**config.mk**
```make
export PLATFORM = sky130hd
export DESIGN_NAME = decode_stage
export DESIGN_NICKNAME = d
export VERILOG_FILES = /design/src/rtl/decode_stage.sv
export SDC_FILE = /design/constraint.sdc
export NUM_CORES = 1
export LEC_CHECK = 0
export ABC_AREA = 1
export CAP_MARGIN = 20
export CELL_PAD_IN_SITES_DETAIL_PLACEMENT = 0
export CELL_PAD_IN_SITES_GLOBAL_PLACEMENT = 1
export CORE_AREA = 2 2 167 169
export CTS_BUF_LIST = sky130_fd_sc_hd__clkbuf_4 sky130_fd_sc_hd__clkbuf_8 sky130_fd_sc_hd__clkbuf_16
export DETAILED_ROUTE_END_ITERATION = 10
export DIE_AREA = 0 0 169 171
export HOLD_SLACK_MARGIN = 0.15
export PLACE_DENSITY = 0.76
export REMOVE_ABC_BUFFERS = 1
export SLEW_MARGIN = 20
export SYNTH_ARGS = -nofsm -noshare
export SYNTH_HDL_FRONTEND = slang
export SYNTH_SLANG_ARGS = --single-unit
export TNS_END_PERCENT = 50
```
**constraint.sdc**
```tcl
create_clock -name clk -period 1.9 [get_ports clk]
set_clock_uncertainty 0.2 [all_clocks]
set_input_delay 0.19 -clock clk [delete_from_list [all_inputs] [get_ports clk]]
set_output_delay 0.19 -clock clk [all_outputs]
set_load 0.02 [all_outputs]
```
**src/rtl/decode_stage.sv**
```systemverilog
// Decode stage: one instruction in, one decoded bundle out, latency 1 cycle.
// Output register plus skid register; in_ready is the registered "skid empty" flag.
module decode_stage #(
  parameter int XLEN     = 32,
  parameter int ENABLE_M = 0,
  parameter int BE_W     = XLEN / 8
) (
  input  logic            clk,
  input  logic            reset,
  input  logic            flush,
  input  logic            in_valid,
  output logic            in_ready,
  input  logic [31:0]     in_instr,
  input  logic [XLEN-1:0] in_pc,
  output logic            out_valid,
  input  logic            out_ready,
  output logic [XLEN-1:0] out_pc,
  output logic            out_branch,
  output logic            out_jump,
  output logic            out_mem_read,
  output logic [1:0]      out_rf_src,
  output logic            out_alu_src,
  output logic [BE_W-1:0] out_we,
  output logic [BE_W-1:0] out_reg_write,
  output logic [XLEN-1:0] out_imm,
  output logic            out_sign,
  output logic            out_illegal
);

  typedef struct packed {
    logic [XLEN-1:0] pc;
    logic            branch;
    logic            jump;
    logic            mem_read;
    logic [1:0]      rf_src;
    logic            alu_src;
    logic [BE_W-1:0] we;
    logic [BE_W-1:0] reg_write;
    logic [XLEN-1:0] imm;
    logic            sign;
    logic            illegal;
  } bundle_t;

  localparam logic [4:0] OP_LUI    = 5'b01101;
  localparam logic [4:0] OP_AUIPC  = 5'b00101;
  localparam logic [4:0] OP_JAL    = 5'b11011;
  localparam logic [4:0] OP_JALR   = 5'b11001;
  localparam logic [4:0] OP_BRANCH = 5'b11000;
  localparam logic [4:0] OP_LOAD   = 5'b00000;
  localparam logic [4:0] OP_STORE  = 5'b01000;
  localparam logic [4:0] OP_OPIMM  = 5'b00100;
  localparam logic [4:0] OP_OP     = 5'b01100;

  bundle_t dec;
  bundle_t out_q, out_d, skid_q, skid_d;
  logic    out_vld_q, out_vld_d, skid_vld_q, skid_vld_d;
  logic    accept, drain;

  logic [4:0]      opcode;
  logic [2:0]      funct3;
  logic [6:0]      funct7;
  logic [XLEN-1:0] imm_i, imm_s, imm_b, imm_j, imm_u;
  logic [7:0]      size_m8;
  logic [BE_W-1:0] size_mask;
  logic [BE_W-1:0] full_mask;
  logic            size_bad;
  logic            bad;

  assign opcode = in_instr[6:2];
  assign funct3 = in_instr[14:12];
  assign funct7 = in_instr[31:25];

  assign imm_i = {{(XLEN-12){in_instr[31]}}, in_instr[31:20]};
  assign imm_s = {{(XLEN-12){in_instr[31]}}, in_instr[31:25], in_instr[11:7]};
  assign imm_b = {{(XLEN-13){in_instr[31]}}, in_instr[31], in_instr[7],
                  in_instr[30:25], in_instr[11:8], 1'b0};
  assign imm_j = {{(XLEN-21){in_instr[31]}}, in_instr[31], in_instr[19:12],
                  in_instr[20], in_instr[30:21], 1'b0};
  assign imm_u = {{(XLEN-31){in_instr[31]}}, in_instr[30:12], 12'b0};

  assign full_mask = '1;

  // Access size from funct3[1:0]; doubleword only exists on a 64-bit datapath.
  always_comb begin
    case (funct3[1:0])
      2'b00:   size_m8 = 8'h01;
      2'b01:   size_m8 = 8'h03;
      2'b10:   size_m8 = 8'h0F;
      default: size_m8 = 8'hFF;
    endcase
  end
  assign size_mask = size_m8[BE_W-1:0];
  assign size_bad  = (funct3[1:0] == 2'b11) && (XLEN == 32);

  always_comb begin
    dec    = '0;
    bad    = 1'b0;
    dec.pc = in_pc;
    if (in_instr[1:0] != 2'b11) begin
      bad = 1'b1;
    end else begin
      case (opcode)
        OP_LUI: begin
          dec.rf_src    = 2'b00;
          dec.alu_src   = 1'b1;
          dec.imm       = imm_u;
          dec.reg_write = full_mask;
        end
        OP_AUIPC: begin
          dec.rf_src    = 2'b00;
          dec.alu_src   = 1'b1;
          dec.imm       = in_pc + imm_u;
          dec.reg_write = full_mask;
        end
        OP_JAL: begin
          dec.jump      = 1'b1;
          dec.rf_src    = 2'b01;
          dec.imm       = imm_j;
          dec.reg_write = full_mask;
        end
        OP_JALR: begin
          dec.jump      = 1'b1;
          dec.rf_src    = 2'b01;
          dec.alu_src   = 1'b1;
          dec.imm       = imm_i;
          dec.reg_write = full_mask;
        end
        OP_BRANCH: begin
          dec.branch = 1'b1;
          dec.imm    = imm_b;
        end
        OP_LOAD: begin
          bad           = size_bad;
          dec.mem_read  = 1'b1;
          dec.rf_src    = 2'b10;
          dec.alu_src   = 1'b1;
          dec.imm       = imm_i;
          dec.reg_write = size_mask;
          dec.sign      = ~funct3[2];
        end
        OP_STORE: begin
          bad         = size_bad;
          dec.rf_src  = 2'b10;
          dec.alu_src = 1'b1;
          dec.imm     = imm_s;
          dec.we      = size_mask;
        end
        OP_OPIMM: begin
          dec.rf_src    = 2'b11;
          dec.alu_src   = 1'b1;
          dec.imm       = imm_i;
          dec.reg_write = full_mask;
        end
        OP_OP: begin
          bad           = (funct7 == 7'b0000001) && (ENABLE_M == 0);
          dec.rf_src    = 2'b11;
          dec.reg_write = full_mask;
        end
        default: bad = 1'b1;
      endcase
    end
    if (bad) begin
      dec         = '0;
      dec.pc      = in_pc;
      dec.illegal = 1'b1;
    end
  end

  assign in_ready = ~skid_vld_q;
  assign accept   = in_valid && ~skid_vld_q && ~flush;
  assign drain    = ~out_vld_q || out_ready;

  // The skid entry is always older than anything at the input, so it refills first.
  always_comb begin
    out_vld_d  = out_vld_q;
    out_d      = out_q;
    skid_vld_d = skid_vld_q;
    skid_d     = skid_q;
    if (flush) begin
      out_vld_d  = 1'b0;
      out_d      = '0;
      skid_vld_d = 1'b0;
      skid_d     = '0;
    end else if (drain) begin
      if (skid_vld_q) begin
        out_d      = skid_q;
        out_vld_d  = 1'b1;
        skid_vld_d = 1'b0;
      end else if (accept) begin
        out_d     = dec;
        out_vld_d = 1'b1;
      end else begin
        out_vld_d = 1'b0;
      end
    end else if (accept) begin
      skid_d     = dec;
      skid_vld_d = 1'b1;
    end
  end

  always_ff @(posedge clk) begin
    if (reset) begin
      out_vld_q  <= 1'b0;
      out_q      <= '0;
      skid_vld_q <= 1'b0;
      skid_q     <= '0;
    end else begin
      out_vld_q  <= out_vld_d;
      out_q      <= out_d;
      skid_vld_q <= skid_vld_d;
      skid_q     <= skid_d;
    end
  end

  assign out_valid     = out_vld_q;
  assign out_pc        = out_q.pc;
  assign out_branch    = out_q.branch;
  assign out_jump      = out_q.jump;
  assign out_mem_read  = out_q.mem_read;
  assign out_rf_src    = out_q.rf_src;
  assign out_alu_src   = out_q.alu_src;
  assign out_we        = out_q.we;
  assign out_reg_write = out_q.reg_write;
  assign out_imm       = out_q.imm;
  assign out_sign      = out_q.sign;
  assign out_illegal   = out_q.illegal;

endmodule

```
==> Word-level counts from Yosys, hierarchy flattened <==
Cells that the tools add are included.
{ "op_classes": {"n_mux": 18, "add_sub_neg": 1, "reduce_logical": 17, "n_eq_ne": 13, "n_bitwise": 5} }
{ "op_table": {"columns": ["op", "count"], "rows": [
  ["one-hot mux 32 bit (6 select lines)", 1],
  ["2-to-1 mux 80 bit", 2],
  ["2-to-1 mux 48 bit", 1],
  ["2-to-1 mux 47 bit", 1],
  ["adder 32 bit", 1],
  ["OR reduction 6 bit", 3],
  ["equality test 5 x 4 -> 1 bit (second input constant)", 3],
  ["equality test 5 bit (second input constant)", 3],
  ["one-hot mux 4 bit (3 select lines)", 1],
  ["equality test 5 x 3 -> 1 bit (second input constant)", 2],
  ["2-to-1 mux 1 bit", 8],
  ["one-hot mux 4 bit (2 select lines)", 1],
  ["OR reduction 2 bit", 4],
  ["equality test 7 x 1 -> 1 bit (second input constant)", 1],
  ["one-hot mux 2 bit (3 select lines)", 1],
  ["OR reduction 3 bit", 2],
  ["zero test 5 bit", 1],
  ["NOT 1 bit", 5],
  ["equality test 2 bit (second input constant)", 2],
  ["2-to-1 mux 4 bit", 1],
  ["AND reduction 2 bit", 2],
  ["one-hot mux 1 bit (3 select lines)", 1],
  ["equality test 2 x 1 -> 1 bit (second input constant)", 1],
  ["logical AND 1 bit", 2],
  ["other kinds (4)", 4]
]} }
{ "word_totals": {"ff_bits": 162, "wordCells": 78} }

==> Logic depth before layout (Yosys ltp) <==
Gate-level depths: netlist of run 1.
{ "logic_depth": {"word_depth": 7, "mapped_depth": 17, "mapped_depth_nobuf": 17} }

==> Worst setup path before layout of run 1 <==
OpenSTA, ideal clock, no wires.
{ "synth_timing": {"path_type": "in2reg", "start": "in in_instr[12]", "end": "reg out_q (netlist bit out_imm[24])", "t_arrival_ns": 1.648, "required_time_ns": 1.568, "setup_slack_ns": -0.081, "path_stages": 17, "cell_sequence": "ha_1 inv_1 fa_1 inv_1 nand3_1 nand3_1 nand2_1 nand2_1 nand2_1 nand2_1 nand2_1 nand3_1 nand2_1 nand2_1 nand2_1 nand2_1 a21oi_1"} }
{ "synth_via": {"elab_chain_len": 6, "word_cells_on_any_way": 9, "cone_classes": "add/sub: 1; eq/ne: 1; mux: 7"} }
{ "synth_lines": {"columns": ["element", "line", "rtl"], "rows": [
  ["start, declared", "13", "input logic [31:0] in_instr,"],
  ["adder 32 bit / equality test 2 bit (equally long branches)", "112, 93", null],
  ["one-hot mux 32 bit (6 select lines) / one-hot mux 1 bit (3 select lines) (equally long branches)", "102", "case (opcode)"],
  ["2-to-1 mux 47 bit / 2-to-1 mux 1 bit (equally long branches)", "99", "if (in_instr[1:0] != 2'b11) begin"],
  ["2-to-1 mux 48 bit (*)", "162", "if (bad) begin"],
  ["2-to-1 mux 80 bit (*)", "189", "end else if (accept) begin"],
  ["2-to-1 mux 80 bit (*)", "185", "if (skid_vld_q) begin"],
  ["end signal, assigned", "209", "out_q <= out_d;"],
  ["end, declared", "55", "bundle_t out_q, out_d, skid_q, skid_d;"]
]} }
Mark *: on every way between the ends. The rest lies on a longest branch, timed or not. The select of a mux whose other input is x is not followed.
A chain may end at the register's enable or synchronous reset.

==> Final worst setup path of run 1 <==
{ "layout_timing": {"start": "reg out_q (netlist bit out_imm[20])", "end": "out out_imm[20]"} }
{ "layout_rtl": {"columns": ["element", "line", "rtl"], "rows": [
  ["end, declared", "25", "output logic [XLEN-1:0] out_imm,"]
]} }
No word-level cell between the ends.

==> results of run 1 <==
repair_timing:
action,4_1_cts,5_1_grt
cloned,1,2
gates resized for setup,88,65
hold buffers,21,3
endpoints found under the setup margin,60,75
setup buffers,12,6
endpoints found under the hold margin,36,4
pin swaps,30,28
worst paths after layout:
path | from | end | slack, ns | depth (start not counted)
setup / recovery | out_imm[20]$_SDFFE_PP0P_ | out_imm[20] | 0.06 | 1
hold / removal | in_instr[30] | skid_q[32]$_SDFFE_PP0P_ | 0.13 | 6
setup reg to reg | skid_vld_q$_SDFFE_PP0P_ | out_imm[20]$_SDFFE_PP0P_ | 0.14 | 11
hold reg to reg | out_reg_write[1]$_SDFFE_PP0P_ | out_reg_write[1]$_SDFFE_PP0P_ | 0.26 | 2
power by group through the flow:
stage | registers, mW | clock network, mW | logic [mW]
2_1_floorplan | 3.46 | 0 | 0.523
3_3_place_gp | 3.43 | 0 | 1.24
3_5_place_dp | 3.43 | 0 | 1.25
4_1_cts | 3.36 | 4.02 | 1.37
5_1_grt | 3.36 | 4.18 | 1.57
6_report | 3.36 | 3.96 | 1.43
worst min-delay path, cell delays in order:
cell            delay [ns]
dlymetal6s2s_1        0.12
buf_6                 0.13
a21oi_1               0.06
nand2_1               0.05
nand2_1               0.06
a21oi_1               0.11
layout make-up:
cell class / instances / area share (%)
multi-input cells: 926 / 38.1
diodes: 3 / 0.0601
clock inverters: 15 / 1.96
clock buffers: 17 / 3.40
well taps: 346 / 3.46
inverters: 67 / 2.07
flip-flops and latches: 158 / 25.3
repair buffers: 336 / 25.6
registers in the layout, indices dropped and copies added, names as in the netlist:
| register | count |
|---|---|
| out_reg_write | 3 |
| out_branch | 1 |
| out_alu_src | 1 |
| out_imm | 32 |
| out_sign | 1 |
| skid_q | 78 |
| out_illegal | 1 |
| out_we | 3 |
| skid_vld_q | 1 |
| out_pc | 32 |
| out_mem_read | 1 |
| out_jump | 1 |
| out_rf_src | 2 |
| out_valid | 1 |
routing by layer:
layer | vias to the layer above | GRT usage [%] | share of wire (%)
li1 | 4613 | - | -
met4 | 2 | 5.80 | 1.6
met2 | 182 | 33.4 | 47
met3 | 27 | 3.10 | 4.1
met1 | 4086 | 25.8 | 47
met5 | - | 0 | 0.038
cells by family after synthesis:
logic type,after synthesis,synth area share (%)
and+or+nand+nor,581,28.8
AOI/OAI and AO/OA,319,21.2
DFF,158,39.3
buffers and inverters,141,6.91
adders and majority gates,20,3.20
xor gates and xnor gates,6,0.652
per-stage QoR:
step	std cells	hold WS (ns)
after floorplan	1151	0.140
after global placement	1788	0.252
after detailed placement	1788	0.254
after CTS	1854	0.154
after global routing	1866	0.170
final	1868	0.125
placed cells by master (no fill, tap or decap), types with 22 or more instances in the layout:
| master | instances |
|---|---|
| nand3_1 | 27 |
| inv_1 | 49 |
| clkdlybuf4s50_1 | 105 |
| nand2_2 | 22 |
| dlygate4sd2_1 | 32 |
| a21oi_1 | 115 |
| a31oi_1 | 32 |
| nor2_1 | 149 |
| dfxtp_1 | 157 |
| dlygate4sd3_1 | 24 |
| buf_4 | 136 |
| nand2_1 | 335 |
| o21ai_0 | 122 |
==> impl_results.md, run 1 <==
- Status: finished clean
- Detailed Routing Iterations Pass 1: 5
- Data arrival, critical path: between 1 and 1.5 ns
- Synth async-reset ratio: 0%
- Initial antenna violation count: 3
- Boundary Pins: 151
- Fin crit period: 1.84 ns
- Fin area: 12500 um2
- WP buf/inv: 1
- #FFs+latches synth: 158
- Clk root buf: clkbuf_16
- Max H-tree Level: 4
- DRC: 0
- Area added between synthesis and finish: 55.2%
- Seq/Total Area, Yosys: 39.3%
- Ys flop type: dfxtp_1
- Tot Pwr: 8.75 mW
- Multi-input logic area: 4760 um2
- Crit end category: output port
- Vias/cell: 4.77
- Max Cap Viol: 0
- Mapped cell area: slightly above 8000 um2
- Pint: 6.42 mW
- Die footprint: slightly below 30000 um2
- Starting density of the core: between 20% and 30%
- Post-synth cell types: 33
- Worst rel slew slack: approximately 70%
- Clk sinks: around 160
- Top post-synthesis cells by count: 356 x nand2_1, 159 x nor2_1, 158 x dfxtp_1
- GRT Util Overall: between 10% and 20%
- CTS clock-pin slew for the worst setup and hold paths: 0.07 ns
- Post-synth EDFFs: 0
- Slew @ Worst Pin: roughly 0.46 ns
- Via count: 8910
- Worst Hold Class: primary input to register
- Wirelength, routed: 28600 um
- Synth top area share: 39.3%
- CP Data Required Time: 1.51 ns
- VDD IR max: 0.518 mV
- Area contributors post-synth: dfxtp_1 39%, nand2_1 17%, a21oi_1 8.0%, o21ai_0 7.6%, nor2_1 7.4%
- Hold Vio Cnt, Final: 0
- CP delay by family, top: buffers and inverters
- Mean post-synth cell area: approximately 6.6 um2
- First-pass GRT wire length: 44900 um
- Syn. warnings: 0
- Share of cells above drive strength 1: 20.1%
- CP Class: register to output port
- CTS tree: built
- Clock share of power: 45.3%
- Final worst slack: 0.0614 ns
- TritonCTS Buffers: 17
- DP HPWL: 20000 um
- Initial DRC count: 605
- Final Max Tran Viols: 0
- Cells after synthesis: 1225
- CP max stage delay: 0.67 ns
- Setup-failing EPs final: 0
- Final worst-path cycle share: 96.8%
- CP max-delay cell: clkdlybuf4s50_1
- Final Core Density: 45.7%
- Max Root-Sink Buffers: 2
- Largest net degree at the start of global routing: 86
- Pleak: 5.45 nW
- Die span in y: 171 um
- Die X: 169 um
- Fill cell count: 2764
- PwrDens: 700 nW/um2
- RSZ-0062 raised after global routing: yes
- Cell taking the most area after synthesis: dfxtp_1
- Crit-path max FO: 2
- Sw Pwr: 2.34 mW
- Count of input and output buffers: 150
- Dpl ws: -0.795 ns
- Switch share: 26.7%
- Core ar.: 27300 um2
- Setup TNS: 0 ns
- Crit-path cells: clkdlybuf4s50_1
- Count leader, synth: nand2_1
- Startpoint types: register
- FMAX: between 0.5 and 0.6 GHz
- Final net count: 1595
- Clk_lat worst skew: 0.43 ns
- RePlAce Congestion: 0.856
- WL/cell: 15.3 um
- Combinational power share: ~16%
- Total area of sequential cells: ~3200 um2
- Grt ovf: 0
- Sequential share of power: 38.3%
- Vias in the first global route: 8427
- Row count: a little over 60
- Placed Instance Area: between 10000 and 15000 um2
- Post-route ant nets: 0
Note: power is estimated with default switching activity, not from simulation.
==> run 2, diff against run 1 <==
--- a/config.mk
+++ b/config.mk
@@ -16,3 +16,3 @@
 export HOLD_SLACK_MARGIN = 0.15
-export PLACE_DENSITY = 0.76
+export PLACE_DENSITY = 0.73
 export REMOVE_ABC_BUFFERS = 1
==> constraint.sdc (replaced) <==
create_clock -name clk -period 1.89 [get_ports clk]
set_clock_uncertainty 0.2 [all_clocks]
set_input_delay 0.2835 -clock clk [delete_from_list [all_inputs] [get_ports clk]]
set_output_delay 0.2835 -clock clk [all_outputs]
set_load 0.02 [all_outputs]
==> run 2 against run 1 <==
Against the previous run:
- combinational power up 4%
- core utilization up 0.43 points
- wire length rose by 0.78%
- critical path depth is the same
- non-clock buffer count fell by 1
- sequential share of layout area shrank 0.24 points
- hold slack got worse by 0.019 ns
- via count increased by 0.25%
- register-to-register slack better by 0.04 ns
- sequential power about the same
- largest power group unchanged
- highest routed layer is now met4
==> impl_results.md, run 2 (synthesis results as in run 1) <==
- Status: finished clean
- Largest net degree at the start of global routing: 121 (+41%)
- CTS clock-pin slew for the worst setup and hold paths: 0.07 ns (about the same)
- Die span in y: 171 um (unchanged)
- CTS tree: built
- Setup-failing EPs final: 0 (unchanged)
- Grt ovf: 0 (unchanged)
- GRT Util Overall: 19.7% (+0.044 points)
- Data arrival, critical path: 1.37 ns (-0.08 ns)
- Max Cap Viol: 0 (unchanged)
- CP Class: register to output port
- Worst Hold Class: primary input to register
- Startpoint types: register
- Starting density of the core: 29.5% (unchanged)
- Worst rel slew slack: 61.3% (-7.9 points)
- Vias in the first global route: 8573 (+1.7%)
- Count of input and output buffers: 150 (unchanged)
- RePlAce Congestion: 0.857 (+0.12%)
- Die X: 169 um (unchanged)
- Via count: 8932 (+0.25%)
- Post-route ant nets: 0 (unchanged)
- TritonCTS Buffers: 17 (unchanged)
- Final net count: 1594 (-0.063%)
- Fin crit period: between 1.5 and 2 ns
- Initial DRC count: 535 (-12%)
- Slew @ Worst Pin: 0.581 ns (+0.118 ns)
- Crit-path max FO: 2 (unchanged)
- Clk root buf: clkbuf_16
- Commonest cells after routing, fill and taps aside: 314 x nand2_1, 157 x dfxtp_1, 141 x nor2_1, 132 x buf_4, 121 x o21ai_0
- Crit-path cells: clkdlybuf4s50_1
- Leading cell type in the layout, fill and taps excluded: nand2_1
- DP HPWL: 19800 um (-0.95%)
- Hold Vio Cnt, Final: 0 (unchanged)
- PwrDens: 673 nW/um2 (-3.9%)
- First-pass GRT wire length: 45200 um (+0.67%)
- Final Core Density: 46.2% (+0.43 points)
- Largest Register: skid_q
- Core ar.: 27300 um2 (unchanged)
- Placed Cells: 1781 (-0.39%)
- CP Data Required Time: 1.41 ns (-0.10 ns)
- CP max-delay cell: clkdlybuf4s50_1
- Setup TNS: 0 ns (unchanged)
- Final Max Tran Viols: 0 (unchanged)
- Row count: 61 (unchanged)
- RSZ-0062 raised after global routing: yes
- Boundary Pins: 151 (unchanged)
- Area added between synthesis and finish: 56.6%
- Final worst-path cycle share: 97.8%
- Wirelength, routed: 28800 um (+0.78%)
- DRC: 0 (unchanged)
- Vias/cell: 4.79 (+0.41%)
- Multi-input logic area: 4990 um2 (+4.8%)
- Pleak: 6.08 nW (+11%)
- Crit end category: output port
- Max H-tree Level: 4 (unchanged)
- Clk sinks: 158 (unchanged)
- Finished Layout Cells: 1865 (-0.16%)
- Detailed Routing Iterations Pass 1: 5 (unchanged)
- Die footprint: 28900 um2 (unchanged)
- WL/cell: 15.5 um (+0.94%)
- WP buf/inv: 1 (unchanged)
- Max reg flops: 78 (unchanged)
- FMAX: around 0.54 GHz
- VDD IR max: 0.493 mV (-4.7%)
- Share of cells above drive strength 1: 25.5% (+5.4 points)
- Fill cell count: 2810 (+1.7%)
- CP delay by family, top: buffers and inverters
- Total area of sequential cells: 3160 um2 (unchanged)
- Max Root-Sink Buffers: 2 (unchanged)
- Clk_lat worst skew: 0.43 ns (about the same)
- CP max stage delay: 0.61 ns (-0.06 ns)
- Initial antenna violation count: 1 (-2)
[run 2: changes by cell type in the layout (fill, tap and decap cells not counted), moves of 8 or more]
cell,previous run,this run
nand2_2,22,41
clkbuf_2,5,29
dlymetal6s2s_1,6,34
nor2_1,149,141
clkdlybuf4s50_1,105,48
nand2_1,335,314
[run 2: layout make-up]
type | instances | share of cell area, %
Inverter | 67 | 2.07
Multi-Input combinational cell | 926 | 39.6
Tap cell | 346 | 3.43
Clock buffer | 22 | 3.87
Timing Repair Buffer | 335 | 24.9
Antenna cell | 1 | 0.0198
Sequential cell | 158 | 25.1
Clock inverter | 10 | 1.01
[run 2: report_power, final]
part           switching [mW]  internal (mW)
combinational           0.782          0.710
sequential             0.0149           3.36
clock                    1.51           2.12
[run 2: repair_timing]
action | CTS | global route
endpoints found under the hold margin | 13 | 27
endpoints found under the setup margin | 107 | 95
setup buffers | 9 | 11
gates cloned | 1 | 1
pin swaps | 19 | 51
hold buffers | 11 | 18
gates resized for setup | 137 | 212
[run 2: stage by stage]
step,hold slack [ns],area [um2],setup slack [ns],total power [mW]
2_1_floorplan,0.234,7750,-4.19,4.01
3_3_place_gp,0.255,10900,-0.910,4.70
3_5_place_dp,0.256,10900,-0.906,4.70
4_1_cts,0.150,12000,0.00107,8.43
5_1_grt,0.166,12600,-0.0348,8.86
6_report,0.107,12600,0.0414,8.49
[run 2: routing by layer]
layer / up-vias / wire length, um / global-route usage [%] / share of wire, %
met2: 169 / 13800 / 33.9 / 48
li1: 4606 / - / - / -
met1: 4136 / 13600 / 25.8 / 47
met4: 0 / 398 / 5.39 / 1.4
met3: 21 / 1070 / 2.96 / 3.7
met5: - / 0 / 0 / 0
[run 2: worst paths after layout]
check | slack [ns] | from | endpoint | cells past startpoint
min reg2reg | 0.26 | out_reg_write[0]$_SDFFE_PP0P_ | out_reg_write[0]$_SDFFE_PP0P_ | 2
min | 0.11 | in_instr[28] | skid_q[30]$_SDFFE_PP0P_ | 5
max | 0.04 | out_imm[6]$_SDFFE_PP0P_ | out_imm[6] | 1
max reg2reg | 0.18 | skid_vld_q$_SDFFE_PP0P_ | out_pc[27]$_SDFFE_PP0P_ | 9
==> run 3, diff against run 2 <==
- SKIP_LAST_GASP: not set -> 1
==> run 3 against run 2 <==
Against the previous run:
- the run now ends with negative setup slack left
- sequential cell count did not move
- critical path depth did not move
- power rose by 0.45%
- critical endpoint is now out_imm[26]
- largest cell class unchanged
==> impl_results.md, run 3 (synthesis results as in run 1) <==
- Status: finished with violations
- Failing checks: negative setup slack
- PwrDens: 672 nW/um2 (-0.16%)
- Startpoint types: register
- Final Max Tran Viols: 0 (unchanged)
- Final net count: 1597 (+0.19%)
- Largest Register: skid_q
- First-pass GRT wire length: 45200 um (about the same)
- Pint: 6.21 mW (+0.25%)
- Fin area: 12700 um2 (+0.62%)
- Flop-to-flop setup slack: 0.13 ns (-0.05 ns)
- Die X: 169 um (unchanged)
- FMAX: 0.525 GHz (-2.9%)
- Hold Vio Cnt, Final: 0 (unchanged)
- Hold Startpoint: in_instr[28]
- Setup TNS: -0.0164 ns (-0.0164 ns)
- Sw Pwr: 2.33 mW (+1.0%)
- Clk_lat worst skew: 0.44 ns (about the same)
- CP Data Required Time: 1.41 ns (about the same)
- Setup-failing EPs final: 3 (+3)
- Area added between synthesis and finish: 57.6%
- Grt ovf: 0 (unchanged)
- Metal3 WL: 1030 um (-3.4%)
- RSZ-0062 raised after global routing: yes
- GRT Util Overall: 19.7% (about the same)
- Crit-path cells: clkdlybuf4s50_1
- Wirelength, routed: 28900 um (+0.35%)
- Fin crit period: 1.90 ns (+0.0554 ns)
- Largest net degree at the start of global routing: 121 (unchanged)
- CP Class: register to output port
- Core ar.: 27300 um2 (unchanged)
- Clk root buf: clkbuf_16
- Hold Path End: skid_q[30]$_SDFFE_PP0P_
- Initial antenna violation count: 1 (unchanged)
- Clock share of power: 42.6% (about the same)
- TritonCTS Buffers: 17 (unchanged)
- Max Cap Viol: 0 (unchanged)
- Crit-path max FO: 2 (unchanged)
- Data arrival, critical path: 1.42 ns (+0.05 ns)
- Fill cell count: 2802 (-0.28%)
- DRC: 0 (unchanged)
- Via count: 8992 (+0.67%)
- Die footprint: 28900 um2 (unchanged)
- Boundary Pins: 151 (unchanged)
- Commonest cells after routing, fill and taps aside: 317 x nand2_1, 158 x dfxtp_1, 141 x nor2_1, 129 x buf_4, 122 x o21ai_0
- R2r worst-path depth: 9 (unchanged)
- Row count: 61 (unchanged)
- Final Core Density: 46.5% (+0.28 points)
- Placed Cells: 1781 (unchanged)
- Slew @ Worst Pin: 0.573 ns (-0.00764 ns)
- Worst Hold Class: primary input to register
- Vias in the first global route: 8579 (+0.070%)
- Top routing layer in use: met4
- Pleak: 5.63 nW (-7.5%)
- Leading cell type in the layout, fill and taps excluded: nand2_1
- VDD IR max: 0.506 mV (+2.5%)
- Starting density of the core: 29.5% (unchanged)
- Die span in y: 171 um (unchanged)
- RR Endpoint: skid_q[4]$_SDFFE_PP0P_
- DR WL met2: 14000 um (+1.2%)
- Placed Instance Area: 10900 um2 (unchanged)
- CP max stage delay: 0.65 ns (+0.04 ns)
- Max Root-Sink Buffers: 2 (unchanged)
- Max reg flops: 78 (unchanged)
- Hold depth: 5 (unchanged)
- RePlAce Congestion: 0.857 (unchanged)
- Final worst-path cycle share: 101% (+2.9 points)
- Switch share: 27.3% (+0.15 points)
- Dpl ws: -0.906 ns (unchanged)
- CP max-delay cell: clkdlybuf4s50_1
- Count of input and output buffers: 150 (unchanged)
- WP buf/inv: 1 (unchanged)
- DP HPWL: 19800 um (unchanged)
- Max H-tree Level: 4 (unchanged)
- Wl on met1: 13600 um (+0.13%)
- Final worst slack: -0.0140 ns (-0.0554 ns)
- Crit end category: output port
- Minimum hold slack: 0.111 ns (+0.00432 ns)
- CP delay by family, top: buffers and inverters
- Combinational power share: 17.8% (+0.2 points)
- Post-route ant nets: 0 (unchanged)
- R2R Path Start: skid_vld_q$_SDFFE_PP0P_
- Tot Pwr: 8.53 mW (+0.45%)
- WL/cell: 15.5 um (+0.19%)
- Share of cells above drive strength 1: 25.5% (about the same)
- Vias/cell: 4.81 (+0.51%)
- Sequential share of power: 39.6% (about the same)
- Finished Layout Cells: 1868 (+0.16%)
- Initial DRC count: 531 (-0.75%)
- CTS tree: built
- Clk sinks: 158 (unchanged)
- CTS clock-pin slew for the worst setup and hold paths: 0.07 ns (about the same)
- Worst rel slew slack: 61.8% (+0.51 points)
- Detailed Routing Iterations Pass 1: 5 (unchanged)
run 3: changes by cell type in the layout (fill, tap and decap cells not counted), sizes merged:
cell,change
dlymetal6s2s,-22
dlygate4sd2,-22
dlygate4sd3,+1
clkdlybuf4s50,+46
buf,+1
clkdlybuf4s15,-3
clkbuf,+2
run 3: power groups by stage:
stage	sequential [mW]	combinational (mW)	clock, mW
floorplan	3.48	0.526	0
global placement	3.45	1.25	0
detailed placement	3.45	1.25	0
CTS	3.37	1.36	3.71
global route	3.38	1.66	3.85
finish	3.38	1.52	3.64
run 3: how the worst max path moves through the flow:
stage                                  start                  endpoint  cells past startpoint
detailed placement                 in_pc[12]  out_imm[24]$_SDFFE_PP0P_                     18
CTS                 out_imm[30]$_SDFFE_PP0P_               out_imm[30]                      1
global placement                in_instr[12]  out_imm[28]$_SDFFE_PP0P_                     18
global route                    in_instr[29]  out_imm[31]$_SDFFE_PP0P_                     15
floorplan            skid_vld_q$_SDFFE_PP0P_   out_branch$_SDFFE_PP0P_                      9
finish              out_imm[26]$_SDFFE_PP0P_               out_imm[26]                      1
run 3: cell type report:
cell class / instances / area [um2] / area share (%)
multi-input cells: 926 / 5040 / 39.7
repair buffers: 338 / 3180 / 25.0
flip-flops and latches: 158 / 3160 / 24.9
clock buffers: 22 / 488 / 3.84
well taps: 346 / 433 / 3.41
inverters: 67 / 264 / 2.08
clock inverters: 10 / 128 / 1.01
diodes: 1 / 2.50 / 0.0197
run 3: metal layers:
metal / vias to the layer above / track usage (%)
li1: 4610 / -
met1: 4186 / 25.8
met2: 175 / 33.9
met3: 21 / 2.96
met4: 0 / 5.39
met5: - / 0
run 3: repair_timing:
action | CTS | global route
hold endpoints to repair | 13 | 28
setup endpoints to repair | 107 | 119
setup buffers | 9 | 12
resized for setup | 113 | 199
hold buffers | 11 | 19
gates cloned | 1 | 2
pin swaps | 19 | 52
